<file path="config.mk">
export PLATFORM = sky130hd
export DESIGN_NAME = multi_cycle_alu_flat
export DESIGN_NICKNAME = d
export VERILOG_FILES = /design/src/rtl/multi_cycle_alu_pkg.sv /design/src/rtl/multi_cycle_alu_if.sv /design/src/rtl/multi_cycle_alu_iter_unit.sv /design/src/rtl/multi_cycle_alu.sv /design/src/flat_wrapper.sv
export SDC_FILE = /design/constraint.sdc
export NUM_CORES = 1
export LEC_CHECK = 0
export CORE_ASPECT_RATIO = 0.7
export CORE_MARGIN = 8
export CORE_UTILIZATION = 45
export CTS_CLUSTER_SIZE = 25
export DETAILED_ROUTE_END_ITERATION = 8
export HOLD_SLACK_MARGIN = 0.15
export SLEW_MARGIN = 20
export SYNTH_ARGS = -nofsm -noshare
export SYNTH_HDL_FRONTEND = slang
export SYNTH_SLANG_ARGS = --single-unit
export TNS_END_PERCENT = 1
</file>
<file path="constraint.sdc">
create_clock -name clk -period 7.25 [get_ports clk]
set_input_delay 1.8125 -clock clk [delete_from_list [all_inputs] [get_ports clk]]
set_output_delay 1.8125 -clock clk [all_outputs]
set_load 0.01 [all_outputs]
</file>
<file path="src/rtl/multi_cycle_alu_pkg.sv">
// Shared definitions for the multi-cycle ALU: opcodes, FSM states and
// width helpers used by the top level, the iterative unit and the interface.
package alu_defs;

  localparam logic [3:0] OP_AND   = 4'b0000;
  localparam logic [3:0] OP_OR    = 4'b0001;
  localparam logic [3:0] OP_ADD   = 4'b0011;
  localparam logic [3:0] OP_SUB   = 4'b0100;
  localparam logic [3:0] OP_NOR   = 4'b0101;
  localparam logic [3:0] OP_SLT   = 4'b0110;
  localparam logic [3:0] OP_SLL   = 4'b0111;
  localparam logic [3:0] OP_SRL   = 4'b1000;
  localparam logic [3:0] OP_MULTU = 4'b1001;
  localparam logic [3:0] OP_DIVU  = 4'b1010;

  typedef enum logic {
    ST_IDLE = 1'b0,
    ST_ITER = 1'b1
  } alu_state_t;

  // Width of the iteration counter, clog2(DATA_WIDTH), never below one bit.
  function automatic int cnt_width(input int w);
    return (w > 1) ? $clog2(w) : 1;
  endfunction

  function automatic logic is_iter_op(input logic [3:0] op);
    return (op == OP_MULTU) || (op == OP_DIVU);
  endfunction

endpackage

</file>
<file path="src/rtl/multi_cycle_alu_if.sv">
// Execute-stage ALU request/result bundle. Handshake: a request is accepted
// on a rising edge where start_i=1 and busy_o=0; done_o pulses one cycle when results update.
interface multi_cycle_alu_if #(
  parameter int DATA_WIDTH = 32
);
  import alu_defs::*;

  logic                  start_i;
  logic [3:0]            alu_operation_i;
  logic [DATA_WIDTH-1:0] a_i;
  logic [DATA_WIDTH-1:0] b_i;
  logic                  busy_o;
  logic                  done_o;
  logic [DATA_WIDTH-1:0] alu_data_o;
  logic [DATA_WIDTH-1:0] alu_hi_o;
  logic                  zero_o;
  logic                  div_by_zero_o;
  alu_state_t            state_dbg;

  modport master (
    output start_i, alu_operation_i, a_i, b_i,
    input  busy_o, done_o, alu_data_o, alu_hi_o, zero_o, div_by_zero_o, state_dbg
  );

  modport slave (
    input  start_i, alu_operation_i, a_i, b_i,
    output busy_o, done_o, alu_data_o, alu_hi_o, zero_o, div_by_zero_o, state_dbg
  );

endinterface

</file>
<file path="src/rtl/multi_cycle_alu_iter_unit.sv">
// Iterative MULTU/DIVU datapath: one shared adder/subtractor, a hi/lo shift
// pair, an operand register and a down-counter. hi_next/lo_next are post-step values.
module alu_iter_unit
  import alu_defs::*;
#(
  parameter int DATA_WIDTH = 32
) (
  input  logic                  clk,
  input  logic                  reset,
  input  logic                  load,
  input  logic                  step,
  input  logic                  is_div,
  input  logic [DATA_WIDTH-1:0] a,
  input  logic [DATA_WIDTH-1:0] b,
  output logic                  last,
  output logic                  div_active,
  output logic                  divisor_zero,
  output logic [DATA_WIDTH-1:0] hi_next,
  output logic [DATA_WIDTH-1:0] lo_next
);

  localparam int W  = DATA_WIDTH;
  localparam int CW = cnt_width(DATA_WIDTH);

  logic [W-1:0]  hi_q;
  logic [W-1:0]  lo_q;
  logic [W-1:0]  opnd_q;
  logic [CW-1:0] cnt_q;
  logic          div_q;

  logic [W+1:0]  opx;
  logic [W+1:0]  opy;
  logic [W+1:0]  sum;
  logic          borrow;

  // Multiply: hi += (lo[0] ? mcand : 0), then shift {carry,hi,lo} right.
  // Divide: trial-subtract divisor from {rem,next dividend bit}; sign bit is the borrow.
  always_comb begin
    opx = '0;
    opy = '0;
    if (div_q) begin
      opx = {1'b0, hi_q, lo_q[W-1]};
      opy = ~{2'b00, opnd_q};
    end else begin
      opx = {2'b00, hi_q};
      opy = {2'b00, (lo_q[0] ? opnd_q : {W{1'b0}})};
    end
    sum    = opx + opy + {{(W+1){1'b0}}, div_q};
    borrow = sum[W+1];
  end

  always_comb begin
    hi_next = hi_q;
    lo_next = lo_q;
    if (div_q) begin
      hi_next = borrow ? {hi_q[W-2:0], lo_q[W-1]} : sum[W-1:0];
      lo_next = {lo_q[W-2:0], ~borrow};
    end else begin
      hi_next = sum[W:1];
      lo_next = {sum[0], lo_q[W-1:1]};
    end
  end

  always_ff @(posedge clk or posedge reset) begin
    if (reset) begin
      hi_q   <= '0;
      lo_q   <= '0;
      opnd_q <= '0;
      cnt_q  <= '0;
      div_q  <= 1'b0;
    end else if (load) begin
      hi_q   <= '0;
      lo_q   <= a;
      opnd_q <= b;
      cnt_q  <= CW'(W - 1);
      div_q  <= is_div;
    end else if (step) begin
      hi_q   <= hi_next;
      lo_q   <= lo_next;
      cnt_q  <= cnt_q - 1'b1;
    end
  end

  assign last         = (cnt_q == '0);
  assign div_active   = div_q;
  assign divisor_zero = (opnd_q == '0);

endmodule

</file>
<file path="src/rtl/multi_cycle_alu.sv">
// Execute-stage ALU: single-cycle logic/arith/shift ops complete in one cycle,
// MULTU/DIVU iterate DATA_WIDTH cycles through alu_iter_unit. All results registered.
module multi_cycle_alu
  import alu_defs::*;
#(
  parameter int DATA_WIDTH = 32
) (
  input  logic                    clk,
  input  logic                    reset,
  multi_cycle_alu_if.slave        bus
);

  localparam int W   = DATA_WIDTH;
  localparam int SHW = cnt_width(DATA_WIDTH);

  alu_state_t   state_q;
  logic         busy_q;
  logic         done_q;
  logic [W-1:0] data_q;
  logic [W-1:0] hi_q;
  logic         zero_q;
  logic         dbz_q;

  logic [W-1:0] sc_result;
  logic         accept;
  logic         iter_load;
  logic         iter_step;
  logic         iter_last;
  logic         iter_div;
  logic         iter_dbz;
  logic [W-1:0] iter_hi;
  logic [W-1:0] iter_lo;

  always_comb begin
    sc_result = '0;
    case (bus.alu_operation_i)
      OP_AND:  sc_result = bus.a_i & bus.b_i;
      OP_OR:   sc_result = bus.a_i | bus.b_i;
      OP_ADD:  sc_result = bus.a_i + bus.b_i;
      OP_SUB:  sc_result = bus.a_i - bus.b_i;
      OP_NOR:  sc_result = ~(bus.a_i | bus.b_i);
      OP_SLT:  sc_result = {{(W-1){1'b0}}, ($signed(bus.a_i) < $signed(bus.b_i))};
      OP_SLL:  sc_result = bus.a_i << bus.b_i[SHW-1:0];
      OP_SRL:  sc_result = bus.a_i >> bus.b_i[SHW-1:0];
      default: sc_result = '0;
    endcase
  end

  assign accept    = (state_q == ST_IDLE) && bus.start_i;
  assign iter_load = accept && is_iter_op(bus.alu_operation_i);
  assign iter_step = (state_q == ST_ITER);

  alu_iter_unit #(
    .DATA_WIDTH (W)
  ) u_iter (
    .clk          (clk),
    .reset        (reset),
    .load         (iter_load),
    .step         (iter_step),
    .is_div       (bus.alu_operation_i == OP_DIVU),
    .a            (bus.a_i),
    .b            (bus.b_i),
    .last         (iter_last),
    .div_active   (iter_div),
    .divisor_zero (iter_dbz),
    .hi_next      (iter_hi),
    .lo_next      (iter_lo)
  );

  // Starts in ST_ITER are dropped, not queued; the last step lands directly in the outputs.
  always_ff @(posedge clk or posedge reset) begin
    if (reset) begin
      state_q <= ST_IDLE;
      busy_q  <= 1'b0;
      done_q  <= 1'b0;
      data_q  <= '0;
      hi_q    <= '0;
      zero_q  <= 1'b0;
      dbz_q   <= 1'b0;
    end else begin
      done_q <= 1'b0;
      case (state_q)
        ST_IDLE: begin
          if (bus.start_i) begin
            if (is_iter_op(bus.alu_operation_i)) begin
              state_q <= ST_ITER;
              busy_q  <= 1'b1;
            end else begin
              data_q <= sc_result;
              hi_q   <= '0;
              zero_q <= (sc_result == '0);
              done_q <= 1'b1;
            end
          end
        end
        ST_ITER: begin
          if (iter_last) begin
            state_q <= ST_IDLE;
            busy_q  <= 1'b0;
            done_q  <= 1'b1;
            data_q  <= iter_lo;
            hi_q    <= iter_hi;
            zero_q  <= (iter_lo == '0);
            if (iter_div) begin
              dbz_q <= iter_dbz;
            end
          end
        end
        default: begin
          state_q <= ST_IDLE;
          busy_q  <= 1'b0;
        end
      endcase
    end
  end

  assign bus.busy_o        = busy_q;
  assign bus.done_o        = done_q;
  assign bus.alu_data_o    = data_q;
  assign bus.alu_hi_o      = hi_q;
  assign bus.zero_o        = zero_q;
  assign bus.div_by_zero_o = dbz_q;
  assign bus.state_dbg     = state_q;

endmodule

</file>
<file path="src/flat_wrapper.sv">
// flat-port wrapper written by rule: the top's interface ports become plain ports
module multi_cycle_alu_flat import alu_defs::*;
#(
  parameter int DATA_WIDTH = 32
)
  (clk, reset, bus_start_i, bus_alu_operation_i, bus_a_i, bus_b_i, bus_busy_o, bus_done_o, bus_alu_data_o, bus_alu_hi_o, bus_zero_o, bus_div_by_zero_o, bus_state_dbg);
  multi_cycle_alu_if #(.DATA_WIDTH(DATA_WIDTH)) bus_i ();
  input  logic clk;
  input  logic reset;
  input wire logic [$bits(bus_i.start_i)-1:0] bus_start_i;
  input wire logic [$bits(bus_i.alu_operation_i)-1:0] bus_alu_operation_i;
  input wire logic [$bits(bus_i.a_i)-1:0] bus_a_i;
  input wire logic [$bits(bus_i.b_i)-1:0] bus_b_i;
  output wire logic [$bits(bus_i.busy_o)-1:0] bus_busy_o;
  output wire logic [$bits(bus_i.done_o)-1:0] bus_done_o;
  output wire logic [$bits(bus_i.alu_data_o)-1:0] bus_alu_data_o;
  output wire logic [$bits(bus_i.alu_hi_o)-1:0] bus_alu_hi_o;
  output wire logic [$bits(bus_i.zero_o)-1:0] bus_zero_o;
  output wire logic [$bits(bus_i.div_by_zero_o)-1:0] bus_div_by_zero_o;
  output wire logic [$bits(bus_i.state_dbg)-1:0] bus_state_dbg;
  assign bus_i.start_i = bus_start_i;
  assign bus_i.alu_operation_i = bus_alu_operation_i;
  assign bus_i.a_i = bus_a_i;
  assign bus_i.b_i = bus_b_i;
  assign bus_busy_o = bus_i.busy_o;
  assign bus_done_o = bus_i.done_o;
  assign bus_alu_data_o = bus_i.alu_data_o;
  assign bus_alu_hi_o = bus_i.alu_hi_o;
  assign bus_zero_o = bus_i.zero_o;
  assign bus_div_by_zero_o = bus_i.div_by_zero_o;
  assign bus_state_dbg = bus_i.state_dbg;
  multi_cycle_alu #(.DATA_WIDTH(DATA_WIDTH)) u_core (.clk(clk), .reset(reset), .bus(bus_i));
endmodule
</file>
==> impl_metrics.ini <==
[sta]
setup_ws_ns = 0.593
relSlewSlack_pct = 25.2
fin_setup_tns_ns = 0
finalSetupViolCount = 0
timing.fmax_ghz = 0.150
worst_pin_slew_ns = 1.11
min_period_ns = 6.66
grt_setup_unrepaired = false
fin_worst_skew_ns = 0.00949
slew_violations = 0
finalHoldViolCount = 0
fin_crit_sh_pct = 91.8

[routing]
vias = 21300
viasPerCell = 6.77
drcViolationCount = 0
wl_met2_um = 35900
ant_nets = 0
top_layer = met5
drt_iter0_markers = 2917
wl_met3_um = 12200
wl_met1_um = 40500
dr.pass1.iters = 9
drt-total-wl_um = 91600
wire_per_inst_um = 29.1

[logic_synthesis]
syn_inst = 2490
avgSynthCellArea_um2 = 7.78
yosysWarnings = 0
synth_seq_cells = 171
synth-compound-area-share_pct = 27.3
async_flop_share_pct = 100
synthXorXnorAreaFrac_pct = 3.53
synth_fa_ha_area_share_pct = 9.65
synth_top_family_by_area = compound AO/OA/AOI/OAI gates
syn_nets = 2708
synth_ff_type = dfrtp_1
synth_area_um2 = 19400
synth_edf_count = 0
yosysSeqAreaShare_pct = 22.1
synthSimpleGateAreaFrac_pct = 18.8
synthMuxAreaShare_pct = 12.2
synthDistinctLibCells = 89

[global_route]
grt_pass1_wl_um = 135000
grt_max_degree = 101
grt_pass1_vias = 19900
antenna_found_initial = 6
track_usage_pct = 35.3
grt_overflow_total = 0

[clock_tree]
cts_buffer_depth = 2
cts_tree = done
clk_pin_slew_worst_paths_ns = 0.07
cts_resized = 0
insertion_delay_ns = 0.45
ctsRootBufferMaster = clkbuf_16
htreeDepth = 4
post-cts-setup-buffers = 0
cts_hold_buf = 0
clkSinkCount = 171
cts_buffers = 17

[power]
powerDensity_nw_per_um2 = 321
leakagePower_nw = 9.80
power_mw = 7.15
peakVddDrop_uv = 213

[min_path]
min_to = u_core.bus.alu_hi_o[10]$_DFFE_PP0P_
min_path_type = reg2reg
hold_depth = 2
hold_start = u_core.bus.alu_hi_o[10]$_DFFE_PP0P_

[layout]
fillCellCount = 4029
area_growth_pct = 15.1
drive_gt1_share_pct = 11.7
n_antenna_cell = 0
nets = 2801
fin_util_pct = 52.5

[setup_path]
critPathKind = in2reg
r2r_slack_ns = 1.03
r2r_cells = 16
crit_required_ns = 7.61
cp_data_arrival_time_ns = 7.01
worst_setup_path_start_kind = primary input
reg2reg_from = u_core.u_iter.div_active$_DFFE_PP0P_
reg2reg_to = u_core.u_iter.hi_q[16]$_DFFE_PP0P_
path_max_fanout = 4
end_kind = flip-flop

[placed_design]
place_ws_ns = 0.305
place_hpwl_um = 72400
place.gp.congestion = 1.13
io_buffers = 139

[die]
die_area_um2 = 50000
row_count = 63
die_w_um = 264
die_y_um = 190
ios = 140
fp.coreArea_um2 = 42400
start_util_pct = 45.7

[job]
drv_cap = 0

[run_status]
outcome = finished, final reports clean
-- cells in the mapped netlist (all sizes together) (9+ instances only) --
library cell	count	area [µm²]
nor2b	25	156
o31ai	17	133
o221ai	59	523
a211o	15	131
nor2	228	856
inv	113	424
nand2	359	1350
mux2i	87	908
o21ai	189	946
o21a	12	90.1
and2	11	68.8
dfrtp	171	4280
mux4	26	586
nand4	21	131
a211oi	24	180
buf	67	369
xnor2	68	596
a22oi	36	270
and3	11	68.8
mux2	76	875
nand2b	19	119
clkbuf	117	439
ha	143	1790
a31oi	24	150
o21bai	12	90.1
nor3	33	165
xor2	10	87.6
a21o	56	420
a22o	9	78.8
or2	13	81.3
o211ai	28	215
a221oi	14	123
nand3	33	165
o22ai	28	175
a21oi	163	816
nor4	24	150
-- routing by layer --
layer  up-vias  track usage [%]
li1       9285                -
met1     10400             51.1
met2      1408             48.6
met3       190             13.0
met4        12             9.88
met5         -                0
-- area by class of cell --
class | instances | area (µm²) | share of cell area (%)
clock buffer | 21 | 460 | 2.07
tap | 552 | 691 | 3.10
multi-input combinational | 2021 | 13900 | 62.4
sequential | 171 | 4280 | 19.2
clock inverter | 10 | 190 | 0.853
inverter | 114 | 433 | 1.94
timing repair buffer | 258 | 2320 | 10.4
-- how the worst max path moves through the flow --
stage,startpoint,to,slack [ns],cells after the start
floorplan,bus_b_i[2],u_core.bus.zero_o$_DFFE_PP0P_,0.66,18
global placement,bus_a_i[0],u_core.bus.zero_o$_DFFE_PP0P_,0.35,17
detailed placement,bus_a_i[0],u_core.bus.zero_o$_DFFE_PP0P_,0.31,16
CTS,bus_a_i[0],u_core.bus.zero_o$_DFFE_PP0P_,0.75,16
global route,bus_a_i[0],u_core.bus.zero_o$_DFFE_PP0P_,0.43,16
finish,bus_a_i[0],u_core.bus.zero_o$_DFFE_PP0P_,0.59,15
-- cell usage in the layout, fill, tap and decap left out, types with 15 or more instances in the layout --
| cell type | Yosys | routed |
|---|---|---|
| nand2b_1 | 19 | 18 |
| mux2_2 | 70 | 70 |
| ha_1 | 143 | 143 |
| a31oi_1 | 24 | 24 |
| a21oi_1 | 163 | 162 |
| o22ai_1 | 28 | 28 |
| nand2_1 | 359 | 359 |
| a22oi_1 | 36 | 36 |
| nor2b_1 | 25 | 24 |
| o21ai_0 | 182 | 180 |
| a211oi_1 | 24 | 24 |
| dfrtp_1 | 171 | 169 |
| o221ai_1 | 58 | 58 |
| nor4_1 | 24 | 24 |
| xnor2_1 | 68 | 68 |
| o31ai_1 | 16 | 16 |
| nand3_1 | 33 | 33 |
| nand4_1 | 21 | 21 |
| a21o_1 | 56 | 56 |
| inv_1 | 112 | 109 |
| nor2_1 | 228 | 226 |
| clkdlybuf4s50_1 | 0 | 133 |
| a211o_1 | 15 | 15 |
| nor3_1 | 33 | 33 |
| clkbuf_16 | 0 | 17 |
| o211ai_1 | 27 | 27 |
| mux2i_1 | 84 | 84 |
| mux4_2 | 26 | 26 |
| buf_4 | 6 | 115 |
-- metrics by stage --
step / std cells / hold slack [ns] / instance area (µm²)
CTS: 3147 / 0.483 / 22300
global route: 3147 / 0.509 / 22300
floorplan: 2490 / 0.466 / 19400
global placement: 3116 / 0.458 / 21600
detailed placement: 3116 / 0.469 / 21600
finish: 3147 / 0.480 / 22300
-- flip-flops by register name, summed over array words and instances (netlist names) --
| signal | cells |
|---|---|
| u_core.u_iter.opnd_q | 32 |
| u_core.bus.busy_o | 1 |
| u_core.bus.alu_hi_o | 32 |
| u_core.u_iter.hi_q | 32 |
| u_core.u_iter.lo_q | 32 |
| u_core.u_iter.cnt_q | 5 |
| u_core.bus.alu_data_o | 32 |
| u_core.bus.done_o | 1 |
| u_core.u_iter.div_active | 1 |
| u_core.bus.state_dbg | 1 |
| u_core.bus.zero_o | 1 |
| u_core.bus.div_by_zero_o | 1 |
-- logic make-up after synthesis --
logic type / after synthesis
fa+ha+maj: 147
xor+xnor: 78
mux: 189
flops: 171
buf+inv: 298
simple gates: 818
compound gates: 789
-- worst max-delay path, stage by stage --
cell and delay (ns):
clkdlybuf4s50_1 0.62, inv_1 0.11, ha_1 0.22, fa_1 0.41, a221oi_1 0.29, a21oi_1 0.09
a311oi_1 0.53, o2111ai_1 0.43, or3_1 0.47, nor4_1 0.36, and4bb_1 0.34, nand4b_1 0.15
or4_1 0.55, or4_1 0.44, o31ai_2 0.19
-- power by group --
group | internal [mW] | switching, mW | leakage, nW
logic | 1.80 | 2.59 | 7.38
clock network | 0.630 | 0.410 | 0.306
registers | 1.36 | 0.361 | 2.12
No activity file was read; power rests on OpenSTA's default activity.
